==> config.mk <==
export PLATFORM = sky130hd
export DESIGN_NAME = bouncing_box_flat
export DESIGN_NICKNAME = d
export VERILOG_FILES = /design/src/rtl/vga_pkg.sv /design/src/rtl/bouncing_box_if.sv /design/src/rtl/bouncing_box_axis_bounce.sv /design/src/rtl/bouncing_box.sv /design/src/flat_wrapper.sv
export SDC_FILE = /design/constraint.sdc
export NUM_CORES = 1
export LEC_CHECK = 0
export CAP_MARGIN = 5
export CORE_MARGIN = 3
export CORE_UTILIZATION = 28
export DETAILED_ROUTE_END_ITERATION = 8
export HOLD_SLACK_MARGIN = 0.06
export SLEW_MARGIN = 20
export SYNTH_ARGS = -nofsm -noshare
export SYNTH_HDL_FRONTEND = slang
export SYNTH_SLANG_ARGS = --single-unit
==> constraint.sdc <==
create_clock -name clk -period 3.26 [get_ports clk]
set_input_delay 0.489 -clock clk [delete_from_list [all_inputs] [get_ports clk]]
set_output_delay 0.489 -clock clk [all_outputs]
set_load 0.01 [all_outputs]
==> src/rtl/vga_pkg.sv <==
// Shared 1024x768 video constants, RGB type and the 12-bit span compare
// used by pixel stages so edge sums never wrap.
package vga_pkg;
  localparam int SCREEN_W   = 1024;
  localparam int SCREEN_H   = 768;
  localparam int RGB_W      = 24;
  localparam int COORD_W    = 12;
  localparam logic SYNC_ACTIVE = 1'b0;
  localparam logic SYNC_IDLE   = 1'b1;

  typedef logic [RGB_W-1:0]   rgb_t;
  typedef logic [COORD_W-1:0] coord_t;

  function automatic logic in_span(coord_t c, coord_t lo, coord_t len);
    return (c >= lo) && (c < (lo + len));
  endfunction
endpackage

==> src/rtl/bouncing_box_if.sv <==
// Video timing bundle: raw timing-generator signals in, aligned pixel and
// delayed syncs out. Master is the timing/video side, slave the pixel stage.
interface bouncing_box_if;
  import vga_pkg::*;

  logic [10:0] hcount;
  logic [9:0]  vcount;
  logic        hsync_in;
  logic        vsync_in;
  logic        blank_in;
  rgb_t        pixel_out;
  logic        hsync_out;
  logic        vsync_out;
  logic        blank_out;

  modport master (
    output hcount, vcount, hsync_in, vsync_in, blank_in,
    input  pixel_out, hsync_out, vsync_out, blank_out
  );

  modport slave (
    input  hcount, vcount, hsync_in, vsync_in, blank_in,
    output pixel_out, hsync_out, vsync_out, blank_out
  );
endinterface

==> src/rtl/bouncing_box_axis_bounce.sv <==
// One axis of box motion: steps pos by speed on each enabled tick and reflects
// at 0 and LIM_W. flip is combinational, high in the cycle the reflecting tick is seen.
module axis_bounce
  import vga_pkg::*;
#(
  parameter int POS_W = 11,
  parameter int LIM_W = 960,
  parameter int INIT  = 0
) (
  input  logic             clk,
  input  logic             reset,
  input  logic             tick,
  input  logic             en,
  input  logic [3:0]       speed,
  output logic [POS_W-1:0] pos,
  output logic             flip
);
  localparam coord_t LIM = coord_t'(LIM_W);

  logic [POS_W-1:0] pos_q, pos_d;
  logic             dir_q, dir_d;  // 0: increasing, 1: decreasing
  coord_t           pos_w, spd_w, sum_w, dif_w;

  always_comb begin
    pos_w = coord_t'(pos_q);
    spd_w = coord_t'(speed);
    sum_w = pos_w + spd_w;
    dif_w = pos_w - spd_w;
    pos_d = pos_q;
    dir_d = dir_q;
    flip  = 1'b0;
    if (tick && en) begin
      if (!dir_q) begin
        if (sum_w >= LIM) begin
          pos_d = POS_W'(LIM);
          dir_d = 1'b1;
          flip  = 1'b1;
        end else begin
          pos_d = POS_W'(sum_w);
        end
      end else begin
        if (pos_w <= spd_w) begin
          pos_d = '0;
          dir_d = 1'b0;
          flip  = 1'b1;
        end else begin
          pos_d = POS_W'(dif_w);
        end
      end
    end
  end

  always_ff @(posedge clk) begin
    if (reset) begin
      pos_q <= POS_W'(INIT);
      dir_q <= 1'b0;
    end else begin
      pos_q <= pos_d;
      dir_q <= dir_d;
    end
  end

  assign pos = pos_q;
endmodule

==> src/rtl/bouncing_box.sv <==
// Draws a solid box that moves once per frame and bounces off the screen edges.
// Pixel and syncs are delayed 2 cycles together; no backpressure (streaming video).
module bouncing_box #(
  parameter int          WIDTH    = 64,
  parameter int          HEIGHT   = 64,
  parameter int          SCREEN_W = vga_pkg::SCREEN_W,
  parameter int          SCREEN_H = vga_pkg::SCREEN_H,
  parameter int          INIT_X   = 0,
  parameter int          INIT_Y   = 0,
  parameter logic [23:0] COLOR    = 24'hFFFFFF,
  parameter logic [23:0] BG       = 24'h000000
) (
  input  logic                 clk,
  input  logic                 reset,
  bouncing_box_if.slave        vid,
  input  logic                 pause,
  input  logic [3:0]           speed,
  output logic [10:0]          box_x,
  output logic [9:0]           box_y,
  output logic                 bounce
);
  import vga_pkg::*;

  logic vsync_prev_q, vsync_prev_d;
  logic tick, move_en, flip_x, flip_y;
  logic bounce_q, bounce_d;
  logic in_box_q, in_box_d;
  logic hsync_d1_q, hsync_d1_d, vsync_d1_q, vsync_d1_d, blank_d1_q, blank_d1_d;
  rgb_t pixel_q, pixel_d;
  logic hsync_q, hsync_d, vsync_q, vsync_d, blank_q, blank_d;

  // Falling vsync edge lands in vertical blanking, so moving here never tears.
  assign tick    = vsync_prev_q & ~vid.vsync_in;
  assign move_en = ~pause & (speed != 4'd0);

  axis_bounce #(.POS_W(11), .LIM_W(SCREEN_W - WIDTH), .INIT(INIT_X)) u_axis_x (
    .clk(clk), .reset(reset), .tick(tick), .en(move_en), .speed(speed),
    .pos(box_x), .flip(flip_x)
  );

  axis_bounce #(.POS_W(10), .LIM_W(SCREEN_H - HEIGHT), .INIT(INIT_Y)) u_axis_y (
    .clk(clk), .reset(reset), .tick(tick), .en(move_en), .speed(speed),
    .pos(box_y), .flip(flip_y)
  );

  always_comb begin
    vsync_prev_d = vid.vsync_in;
    bounce_d     = flip_x | flip_y;
    in_box_d     = in_span(coord_t'(vid.hcount), coord_t'(box_x), coord_t'(WIDTH)) &
                   in_span(coord_t'(vid.vcount), coord_t'(box_y), coord_t'(HEIGHT));
    hsync_d1_d   = vid.hsync_in;
    vsync_d1_d   = vid.vsync_in;
    blank_d1_d   = vid.blank_in;
    pixel_d      = blank_d1_q ? '0 : (in_box_q ? COLOR : BG);
    hsync_d      = hsync_d1_q;
    vsync_d      = vsync_d1_q;
    blank_d      = blank_d1_q;
  end

  always_ff @(posedge clk) begin
    if (reset) begin
      vsync_prev_q <= SYNC_IDLE;
      bounce_q     <= 1'b0;
      in_box_q     <= 1'b0;
      hsync_d1_q   <= SYNC_IDLE;
      vsync_d1_q   <= SYNC_IDLE;
      blank_d1_q   <= 1'b1;
      pixel_q      <= '0;
      hsync_q      <= SYNC_IDLE;
      vsync_q      <= SYNC_IDLE;
      blank_q      <= 1'b1;
    end else begin
      vsync_prev_q <= vsync_prev_d;
      bounce_q     <= bounce_d;
      in_box_q     <= in_box_d;
      hsync_d1_q   <= hsync_d1_d;
      vsync_d1_q   <= vsync_d1_d;
      blank_d1_q   <= blank_d1_d;
      pixel_q      <= pixel_d;
      hsync_q      <= hsync_d;
      vsync_q      <= vsync_d;
      blank_q      <= blank_d;
    end
  end

  assign bounce        = bounce_q;
  assign vid.pixel_out = pixel_q;
  assign vid.hsync_out = hsync_q;
  assign vid.vsync_out = vsync_q;
  assign vid.blank_out = blank_q;
endmodule

==> src/flat_wrapper.sv <==
// flat-port wrapper written by rule: the top's interface ports become plain ports
module bouncing_box_flat import vga_pkg::*;
#(
  parameter int          WIDTH    = 64,
  parameter int          HEIGHT   = 64,
  parameter int          SCREEN_W = vga_pkg::SCREEN_W,
  parameter int          SCREEN_H = vga_pkg::SCREEN_H,
  parameter int          INIT_X   = 0,
  parameter int          INIT_Y   = 0,
  parameter logic [23:0] COLOR    = 24'hFFFFFF,
  parameter logic [23:0] BG       = 24'h000000
)
  (clk, reset, pause, speed, box_x, box_y, bounce, vid_hcount, vid_vcount, vid_hsync_in, vid_vsync_in, vid_blank_in, vid_pixel_out, vid_hsync_out, vid_vsync_out, vid_blank_out);
  bouncing_box_if vid_i ();
  input  logic clk;
  input  logic reset;
  input  logic pause;
  input  logic [3:0] speed;
  output logic [10:0] box_x;
  output logic [9:0] box_y;
  output logic bounce;
  input wire logic [$bits(vid_i.hcount)-1:0] vid_hcount;
  input wire logic [$bits(vid_i.vcount)-1:0] vid_vcount;
  input wire logic [$bits(vid_i.hsync_in)-1:0] vid_hsync_in;
  input wire logic [$bits(vid_i.vsync_in)-1:0] vid_vsync_in;
  input wire logic [$bits(vid_i.blank_in)-1:0] vid_blank_in;
  output wire logic [$bits(vid_i.pixel_out)-1:0] vid_pixel_out;
  output wire logic [$bits(vid_i.hsync_out)-1:0] vid_hsync_out;
  output wire logic [$bits(vid_i.vsync_out)-1:0] vid_vsync_out;
  output wire logic [$bits(vid_i.blank_out)-1:0] vid_blank_out;
  assign vid_i.hcount = vid_hcount;
  assign vid_i.vcount = vid_vcount;
  assign vid_i.hsync_in = vid_hsync_in;
  assign vid_i.vsync_in = vid_vsync_in;
  assign vid_i.blank_in = vid_blank_in;
  assign vid_pixel_out = vid_i.pixel_out;
  assign vid_hsync_out = vid_i.hsync_out;
  assign vid_vsync_out = vid_i.vsync_out;
  assign vid_blank_out = vid_i.blank_out;
  bouncing_box #(.WIDTH(WIDTH), .HEIGHT(HEIGHT), .SCREEN_W(SCREEN_W), .SCREEN_H(SCREEN_H), .INIT_X(INIT_X), .INIT_Y(INIT_Y), .COLOR(COLOR), .BG(BG)) u_core (.clk(clk), .reset(reset), .vid(vid_i), .pause(pause), .speed(speed), .box_x(box_x), .box_y(box_y), .bounce(bounce));
endmodule
==> impl_metrics.tcl, run 1 <==
set metrics [dict create \
    areaGrowthSynthToFinish_pct 35.9 \
    grt_max_degree 25 \
    synthFlopType "dfxtp_1" \
    vias 3797 \
    largest_register_ffs 11 \
    drtIter0Drc 232 \
    crit_type "primary input to flip-flop" \
    cts-root-buf "clkbuf_16" \
    fin_nets 647 \
    pwr_density_cell_nw_per_um2 260 \
    pre_cts_ws_ns -0.300 \
    switching_share_pct 30.3 \
    final-hold-violation-count 0 \
    fin_crit_ns 3.10 \
    p_comb_share_pct 29.4 \
    start_util_pct 29.4 \
    timing.final.ws_setup_ns 0.159 \
    async_flop_share_pct 0 \
    cp-start-kind "primary input" \
    min_path_type "flip-flop to flip-flop" \
    drive_above_1_share_pct 15.3 \
    post_drt_wl_per_cell_um 16.0 \
    diodes 0 \
    postSynthCellCount 467 \
    grt-ovfl-total 0 \
    worst_slew_pin_slew_ns 0.601 \
    cp.required_ns 3.45 \
    reg2reg_slack_ns 0.43 \
    coreArea_sq_um 12300 \
    finalMaxSlewViolations 0 \
    end_kind "flip-flop" \
    timing.rr.start "u_core.u_axis_y.pos[0]" \
    die_y_um 120 \
    seq_area_frac_synth_pct 17.7 \
    yosys.area.top_type "dfxtp_1" \
    routed_wl_mm 11.7 \
    row_count 40 \
    period_share_pct 95.1 \
    cts.sinks 32 \
    crit_fanout 6 \
    cts_tree "done" \
    die_area_sq_um 14300 \
    holdPathStages 1 \
    avgViaCountPerCell 5.19 \
    r2r-end "u_core.u_axis_y.pos[3]" \
    antenna_found_initial 0 \
    fmax_mhz 322 \
    clk_latency_ns 0.28 \
    track_usage_pct 16.4 \
    multiInputGateArea_sq_um 2620 \
    ys_ff_latch 32 \
    power.internal_mw 0.894 \
    die_w_um 120 \
    drv_cap 0 \
    synth_area_leaders "dfxtp_1, ha_1, a21oi_1, buf_4, o21ai_0" \
    postCtsSetupRepairBufs 0 \
    final_core_utilization_pct 40.0 \
    cts.path.max_buffers 2 \
    seq_power_share_pct 32.7 \
    ys_warn_count 0 \
    drtPass1Iterations 5 \
    first_global_vias 3728 \
    drc_errors 0 \
    final-setup-viol-count 0 \
    ir_drop_v 0.000161 \
    place_congestion 0.929 \
    rsz0062_at_grt "false" \
    finClkSkew_ns 0.00201 \
    power_leakage_nw 2.00 \
    yosysUniqueCellTypes 67 \
    hpwl_mm 9.33 \
    p_switching_mw 0.388 \
    critPathArrivalTime_ns 3.30 \
    clk_pin_slew_ns 0.06 \
    cts_buffers 5 \
    place.port_buffers 79 \
    htreeDepth 2 \
    avgSynthCellArea_sq_um 7.76 \
    seqCellArea_sq_um 641 \
    syn-cell-area_sq_um 3620 \
    syn_nets 552 \
    grt_pass1_wl_mm 19.3 \
    synth_top_area_share_pct 17.7 \
    synth_edf_count 0 \
    postRouteAntennaNets 0 \
    fill_cells 1297 \
    hold_start "u_core.hsync_d" \
    ios 80 \
    status "completed" \
    clkPwrFrac_pct 37.9 \
    slew_headroom_pct 59.9 \
    hold-path-endpoint "u_core.vid.hsync_out" \
    r2r_cells 11 \
]
## power by group through the flow
| stage | clock network [mW] | logic [mW] | registers, mW |
|---|---|---|---|
| 2_1_floorplan | 0 | 0.202 | 0.428 |
| 3_3_place_gp | 0 | 0.366 | 0.428 |
| 3_5_place_dp | 0 | 0.370 | 0.428 |
| 4_1_cts | 0.498 | 0.374 | 0.420 |
| 5_1_grt | 0.517 | 0.423 | 0.422 |
| 6_report | 0.486 | 0.377 | 0.420 |
## routing by layer
layer	wire length, um	vias to the layer above	track usage [%]
met1	5460	1762	22.7
met3	760	14	2.78
met4	206	0	4.44
li1	-	1880	-
met5	0	-	0
met2	5300	141	26.4
## placed cells by master (no fill, tap or decap), drive strengths merged, types with 3 or more instances in the layout
cell,Yosys,final
nand4,6,6
clkinv,2,4
a31oi,7,7
fa,4,4
a211oi,7,7
clkdlybuf4s50,0,78
o22ai,5,5
nor2b,10,10
o21ai,33,33
ha,50,50
o211ai,6,6
a21oi,40,40
nand2b,9,9
nand2,21,21
o31a,4,4
a22oi,3,3
or2,9,9
xnor2,15,15
buf,29,49
and3,5,5
nor4,5,5
o31ai,6,6
nor3,10,10
o21bai,3,3
nand3,15,15
inv,37,37
a21o,6,6
clkbuf,11,6
a221oi,5,5
o21a,8,8
dfxtp,32,32
nor2,29,29
## kinds of logic after synthesis
logic type      count (synthesis)  share of synthesized area [%]
xor+xnor                       15                           3.63
flops                          32                           17.7
fa+ha+maj                      54                           19.5
simple gates                  130                           18.6
mux                             3                          0.898
compound gates                154                           28.7
buf+inv                        79                           11.0
## per-stage QoR
| stage | cell area [sq um] | setup TNS, ns | total power, mW | std cells | hold WS (ns) |
|---|---|---|---|---|---|
| 4_1_cts | 4890 | 0 | 1.29 | 731 | 0.412 |
| 3_3_place_gp | 4740 | -2.27 | 0.794 | 723 | 0.395 |
| 2_1_floorplan | 3620 | 0 | 0.631 | 467 | 0.389 |
| 6_report | 4920 | 0 | 1.28 | 731 | 0.408 |
| 3_5_place_dp | 4740 | -3.32 | 0.799 | 723 | 0.398 |
| 5_1_grt | 4920 | 0 | 1.36 | 731 | 0.429 |
## cell type report
class | count | share of cell area (%)
Sequential cell | 32 | 13.0
Multi-Input combinational cell | 356 | 53.1
Clock buffer | 6 | 2.82
Tap cell | 168 | 4.27
Timing Repair Buffer | 128 | 23.6
Clock inverter | 2 | 0.203
Inverter | 39 | 2.97
## cells in the mapped netlist, types with 3 or more instances
| cell type | number |
|---|---|
| o31ai_1 | 6 |
| o21a_1 | 8 |
| inv_1 | 36 |
| a211oi_1 | 5 |
| nand3_1 | 15 |
| a22oi_1 | 3 |
| or2_2 | 9 |
| a21o_1 | 6 |
| buf_2 | 4 |
| o211ai_1 | 5 |
| a31oi_1 | 7 |
| ha_1 | 50 |
| nor2b_1 | 9 |
| nor2_1 | 29 |
| o22ai_1 | 5 |
| dfxtp_1 | 32 |
| o21ai_0 | 30 |
| and3_1 | 5 |
| buf_4 | 24 |
| nand2b_1 | 9 |
| o31a_1 | 4 |
| o21bai_1 | 3 |
| nand2_1 | 21 |
| clkbuf_1 | 11 |
| nor4_1 | 5 |
| a21oi_1 | 39 |
| fa_1 | 4 |
| nor3_1 | 10 |
| nand4_1 | 6 |
| a221oi_1 | 5 |
| xnor2_1 | 15 |
| o21ai_1 | 3 |
## what timing repair did
item	in CTS	in global routing
gates resized for setup	1	8
endpoints found under the setup margin	1	18
hold buffers	0	0
pin swaps	0	1
## critical path, cell delays in order
cell and delay, ns:
clkdlybuf4s50_1 0.42, buf_4 0.16, fa_1 0.45, nor2b_2 0.19
o31a_1 0.31, and3_1 0.24, a211oi_2 0.23, o2bb2ai_2 0.13
and2b_2 0.22, buf_4 0.16, a221oi_1 0.07, o31ai_1 0.24
## worst max path at each step
stage / start / end / slack (ns) / depth (start not counted)
2_1_floorplan: speed[0] / u_core.u_axis_y.pos[4] / 0.45 / 11
3_3_place_gp: speed[0] / u_core.u_axis_y.pos[3] / -0.20 / 12
4_1_cts: speed[0] / u_core.u_axis_y.pos[3] / 0.02 / 12
3_5_place_dp: speed[0] / u_core.u_axis_y.pos[3] / -0.30 / 12
5_1_grt: speed[1] / u_core.u_axis_y.pos[3] / 0.03 / 12
6_report: speed[1] / u_core.u_axis_y.pos[3] / 0.16 / 12
(Power assumes the default switching activity.)
==> run 2: changes to the inputs <==
--- a/config.mk
+++ b/config.mk
@@ -6,7 +6,6 @@
 export NUM_CORES = 1
 export LEC_CHECK = 0
 export CAP_MARGIN = 5
-export CORE_MARGIN = 3
 export CORE_UTILIZATION = 28
 export DETAILED_ROUTE_END_ITERATION = 8
 export HOLD_SLACK_MARGIN = 0.06
==> run 2 against run 1 <==
Effect of this change:
- sequential share of layout area is essentially flat
- clock power increased by 20%
- critical endpoint is now u_core.u_axis_y.pos[4]
- combinational power about the same
- setup slack worse by 0.028 ns
- die area shrank 6.6%
- critical path type unchanged
==> impl_metrics.tcl, run 2 (synthesized netlist as in run 1, its figures left out) <==
set metrics [dict create \
    status "completed" \
    start_util_pct 28.7 \
    power.internal_mw 0.996 \
    min_path_type "flip-flop to flip-flop" \
    postCtsSetupRepairBufs 0 \
    critPathArrivalTime_ns 3.30 \
    cp-start-kind "primary input" \
    routed_wl_mm 11.3 \
    drive_above_1_share_pct 14.0 \
    die_y_um 116 \
    htreeDepth 2 \
    grt_pass1_wl_mm 18.1 \
    drv_cap 0 \
    diodes 0 \
    holdWs_ns 0.410 \
    place_area_sq_um 4720 \
    clk_pin_slew_ns 0.05 \
    clkPwrFrac_pct 42.2 \
    rsz0062_at_grt "false" \
    row_count 41 \
    grt-ovfl-total 0 \
    pre_cts_ws_ns -0.365 \
    seq_power_share_pct 30.5 \
    die_area_sq_um 13400 \
    power_leakage_nw 1.98 \
    grt_max_degree 27 \
    cts-root-buf "clkbuf_16" \
    place_congestion 0.910 \
    crit_top_cell "buf_4" \
    drc_errors 0 \
    die_w_um 116 \
    cts_buffers 5 \
    cts.sinks 32 \
    ir_drop_v 0.000187 \
    hold-path-endpoint "u_core.vid.hsync_out" \
    hold_buffers 0 \
    period_share_pct 96.0 \
    r2r-end "u_core.u_axis_y.pos[5]" \
    crit_fanout 5 \
    largest_register_ffs 11 \
    crit_type "primary input to flip-flop" \
    fin_area_sq_um 4930 \
    cts_tree "done" \
    ios 80 \
    first_global_vias 3599 \
    end_kind "flip-flop" \
    place.port_buffers 79 \
    fin_nets 642 \
    worst_slew_pin_slew_ns 0.798 \
    vias 3831 \
    postRouteAntennaNets 0 \
    clk_latency_ns 0.28 \
    timing.rr.start "u_core.u_axis_y.pos[0]" \
    reg2reg_slack_ns 0.39 \
    cp_cell_sequence "clkdlybuf4s50_1 > buf_4 > fa_1 > nor2b_2 > o31a_1 > and3_1 > a211oi_2 > o2bb2ai_2 > and2b_1 > buf_4 > a221oi_1 > a2111oi_2" \
    final_core_utilization_pct 39.1 \
    final-setup-viol-count 0 \
    cpPeakStageDelay_ns 0.46 \
    hold_start "u_core.hsync_d" \
    avgViaCountPerCell 5.25 \
    switching_share_pct 27.8 \
    fin_crit_ns 3.13 \
    p_comb_share_pct 27.3 \
    final-hold-violation-count 0 \
    fmax_mhz 320 \
    coreArea_sq_um 12600 \
    holdPathStages 1 \
    power_mw 1.38 \
    areaGrowthSynthToFinish_pct 36.2 \
    pwr_density_cell_nw_per_um2 280 \
    antenna_found_initial 0 \
    slew_headroom_pct 46.7 \
    track_usage_pct 17.1 \
    cp.required_ns 3.43 \
    final_common_cell "clkdlybuf4s50_1" \
    timing.final.ws_setup_ns 0.131 \
    cts.path.max_buffers 2 \
    drtIter0Drc 283 \
    finClkSkew_ns 0.00458 \
    r2r_cells 12 \
    post_drt_wl_per_cell_um 15.5 \
    hpwl_mm 8.96 \
    finalMaxSlewViolations 0 \
    layout_common_cells "clkdlybuf4s50_1, ha_1, buf_4, a21oi_1, inv_1" \
    crit_slowest_cell "fa_1" \
    p_switching_mw 0.384 \
    drtPass1Iterations 5 \
]
[run 2: what timing repair did]
item	4_1_cts	5_1_grt
setup endpoints to repair	6	12
pin swaps	0	1
cloned	0	0
resized for setup	2	4
[run 2: layout make-up]
| type | instances | area, sq um |
|---|---|---|
| sequential | 32 | 641 |
| timing repair buffer | 123 | 1130 |
| clock buffer | 7 | 153 |
| inverter | 39 | 146 |
| clock inverter | 1 | 30.0 |
| tap | 172 | 215 |
| fill | 1306 | 7680 |
| multi-input combinational | 356 | 2620 |
[run 2: critical path, delay by kind of cell]
family | cells | cell delay, ns
compound gates | 5 | 1.06
fa+ha+maj | 1 | 0.46
buf+inv | 3 | 0.72
simple gates | 3 | 0.57
[run 2: stage by stage]
step / std cells / setup TNS [ns]
2_1_floorplan: 467 / 0
3_3_place_gp: 722 / -2.33
3_5_place_dp: 722 / -4.30
4_1_cts: 730 / 0
5_1_grt: 730 / 0
6_report: 730 / 0
[run 2: worst max path at each step]
stage	startpoint	end	slack, ns
4_1_cts	speed[1]	u_core.u_axis_y.pos[4]	0.08
3_5_place_dp	speed[0]	u_core.u_axis_y.pos[4]	-0.36
5_1_grt	speed[1]	u_core.u_axis_y.pos[4]	0.01
3_3_place_gp	speed[0]	u_core.u_axis_y.pos[2]	-0.22
2_1_floorplan	speed[0]	u_core.u_axis_y.pos[4]	0.45
6_report	speed[1]	u_core.u_axis_y.pos[4]	0.13
[run 2: metal layers]
metal | wire length (um) | global-route usage [%]
met4 | 325 | 7.09
met2 | 5150 | 27.6
met1 | 5140 | 22.3
met5 | 0 | 0
met3 | 702 | 3.45
[run 2: power by group through the flow]
| stage | logic (mW) | registers, mW | clock network [mW] |
|---|---|---|---|
| after global placement | 0.362 | 0.430 | 0 |
| final | 0.377 | 0.421 | 0.583 |
| after floorplan | 0.202 | 0.428 | 0 |
| after global routing | 0.419 | 0.423 | 0.607 |
| after detailed placement | 0.370 | 0.430 | 0 |
| after CTS | 0.373 | 0.421 | 0.589 |
==> run 3: changes to the inputs <==
--- a/config.mk
+++ b/config.mk
@@ -6,10 +6,11 @@
 export NUM_CORES = 1
 export LEC_CHECK = 0
 export CAP_MARGIN = 5
+export CORE_MARGIN = 4
 export CORE_UTILIZATION = 28
 export DETAILED_ROUTE_END_ITERATION = 8
 export HOLD_SLACK_MARGIN = 0.06
-export SLEW_MARGIN = 20
+export SLEW_MARGIN = 25
 export SYNTH_ARGS = -nofsm -noshare
 export SYNTH_HDL_FRONTEND = slang
 export SYNTH_SLANG_ARGS = --single-unit
==> run 3 against run 2 <==
Effect of this change:
- die area up 11%
- power fell by 7.2%
- routed wire length is 4.0% higher
- sequential cell count unchanged
==> impl_metrics.tcl, run 3 (synthesized netlist as in run 1, its figures left out) <==
set metrics [dict create \
    pwr_density_cell_nw_per_um2 259 \
    cts_buffers 5 \
    finalMaxSlewViolations 0 \
    drv_cap 0 \
    place.port_buffers 79 \
    cp_cell_sequence "clkdlybuf4s50_1 > inv_1 > fa_1 > o21bai_4 > o211ai_4 > mux2_2 > a211oi_2 > o21ai_1 > nand4_1 > buf_4 > o2bb2a_1 > nor2_1" \
    min_path_type "flip-flop to flip-flop" \
    antenna_found_initial 0 \
    power_leakage_nw 1.98 \
    fin_crit_ns 3.09 \
    ios 80 \
    worst_slew_pin_slew_ns 0.650 \
    slew_headroom_pct 56.5 \
    clk_latency_ns 0.28 \
    fill_cells 1314 \
    timing.rr.start "u_core.u_axis_y.pos[0]" \
    final-setup-viol-count 0 \
    drtIter0Drc 279 \
    die_area_sq_um 14800 \
    cp-start-kind "primary input" \
    crit_fanout 6 \
    post_layout_nonfiller_instances 735 \
    place_area_sq_um 4730 \
    htreeDepth 2 \
    final_common_cell "clkdlybuf4s50_1" \
    status "completed" \
    dp_cells 725 \
    diodes 0 \
    vias 3868 \
    fin_area_sq_um 4950 \
    areaGrowthSynthToFinish_pct 36.7 \
    track_usage_pct 15.9 \
    postRouteAntennaNets 0 \
    hold_buffers 0 \
    cts_tree "done" \
    crit_type "primary input to flip-flop" \
    drc_errors 0 \
    grt_pass1_wl_mm 19.2 \
    die_y_um 122 \
    holdWs_ns 0.411 \
    avgViaCountPerCell 5.26 \
    grt_max_degree 27 \
    critPathArrivalTime_ns 3.29 \
    period_share_pct 94.8 \
    die_w_um 122 \
    drive_above_1_share_pct 15.1 \
    hpwl_mm 9.35 \
    start_util_pct 28.7 \
    power_mw 1.28 \
    r2r-end "u_core.u_axis_y.pos[3]" \
    first_global_vias 3785 \
    holdPathStages 1 \
    r2r_cells 11 \
    final-hold-violation-count 0 \
    drtPass1Iterations 5 \
    cpPeakStageDelay_ns 0.50 \
    coreArea_sq_um 12600 \
    row_count 41 \
    routed_wl_mm 11.8 \
    fin_setup_tns_ns 0 \
    ir_drop_v 0.000183 \
    clk_pin_slew_ns 0.06 \
    largest_register_ffs 11 \
    rsz0062_at_grt "false" \
    hold-path-endpoint "u_core.vid.hsync_out" \
    hold_start "u_core.hsync_d" \
    cts-root-buf "clkbuf_16" \
    post_drt_wl_per_cell_um 16.0 \
    layout_common_cells "clkdlybuf4s50_1, ha_1, buf_4, a21oi_1, inv_1" \
    cts.path.max_buffers 2 \
    grt-ovfl-total 0 \
    fin_nets 647 \
    finClkSkew_ns 0.00867 \
    cp.required_ns 3.46 \
    reg2reg_slack_ns 0.44 \
    crit_slowest_cell "fa_1" \
    fmax_mhz 324 \
    cts.sinks 32 \
    end_kind "flip-flop" \
    place_congestion 0.943 \
]
## run 3: worst max path at each step
stage,start,endpoint,cells past startpoint
2_1_floorplan,speed[0],u_core.u_axis_y.pos[4],11
3_3_place_gp,speed[0],u_core.u_axis_x.pos[5],12
3_5_place_dp,speed[0],u_core.u_axis_y.pos[1],12
4_1_cts,speed[0],u_core.u_axis_y.pos[3],12
5_1_grt,speed[1],u_core.bounce,12
6_report,speed[1],u_core.bounce,12
## run 3: where the power goes
group	switching (mW)	leakage (nW)	total, mW	internal [mW]
clock	0.173	0.0712	0.478	0.305
sequential	0.0169	0.261	0.421	0.404
combinational	0.191	1.65	0.382	0.192
## run 3: repair_timing
action | CTS | global route
endpoints found under the setup margin | 4 | 18
buffers inserted | 0 | 2
gates cloned | 0 | 0
resized for setup | 2 | 10
pin swaps | 1 | 2
## run 3: final cells by class
type / count / area (sq um) / share of cell area (%)
Timing Repair Buffer: 128 / 1160 / 23.4
Tap cell: 172 / 215 / 4.35
Clock buffer: 8 / 146 / 2.96
Inverter: 39 / 146 / 2.96
Sequential cell: 32 / 641 / 12.9
Multi-Input combinational cell: 356 / 2640 / 53.4
## run 3: metal layers
metal / GRT usage (%) / wire length [um]
met3: 3.16 / 733
met1: 21.3 / 5380
met5: 0 / 0
met4: 4.41 / 199
met2: 26.0 / 5470
## run 3: worst max-delay path, delay by kind of cell
| kind | cells | cell delay [ns] |
|---|---|---|
| adder cells (fa/ha/maj) | 1 | 0.50 |
| AND/OR/NAND/NOR | 2 | 0.35 |
| multiplexers | 1 | 0.32 |
| AO/OA/AOI/OAI | 5 | 0.84 |
| buffers and inverters | 3 | 0.79 |
## run 3: per-stage QoR
step / worst slack (ns) / util, %
after floorplan: 0.447 / -
after global placement: -0.226 / 37.5
after detailed placement: -0.327 / 37.5
after CTS: 0.00465 / 38.7
after global routing: 0.0379 / 39.2
final: 0.171 / 39.2
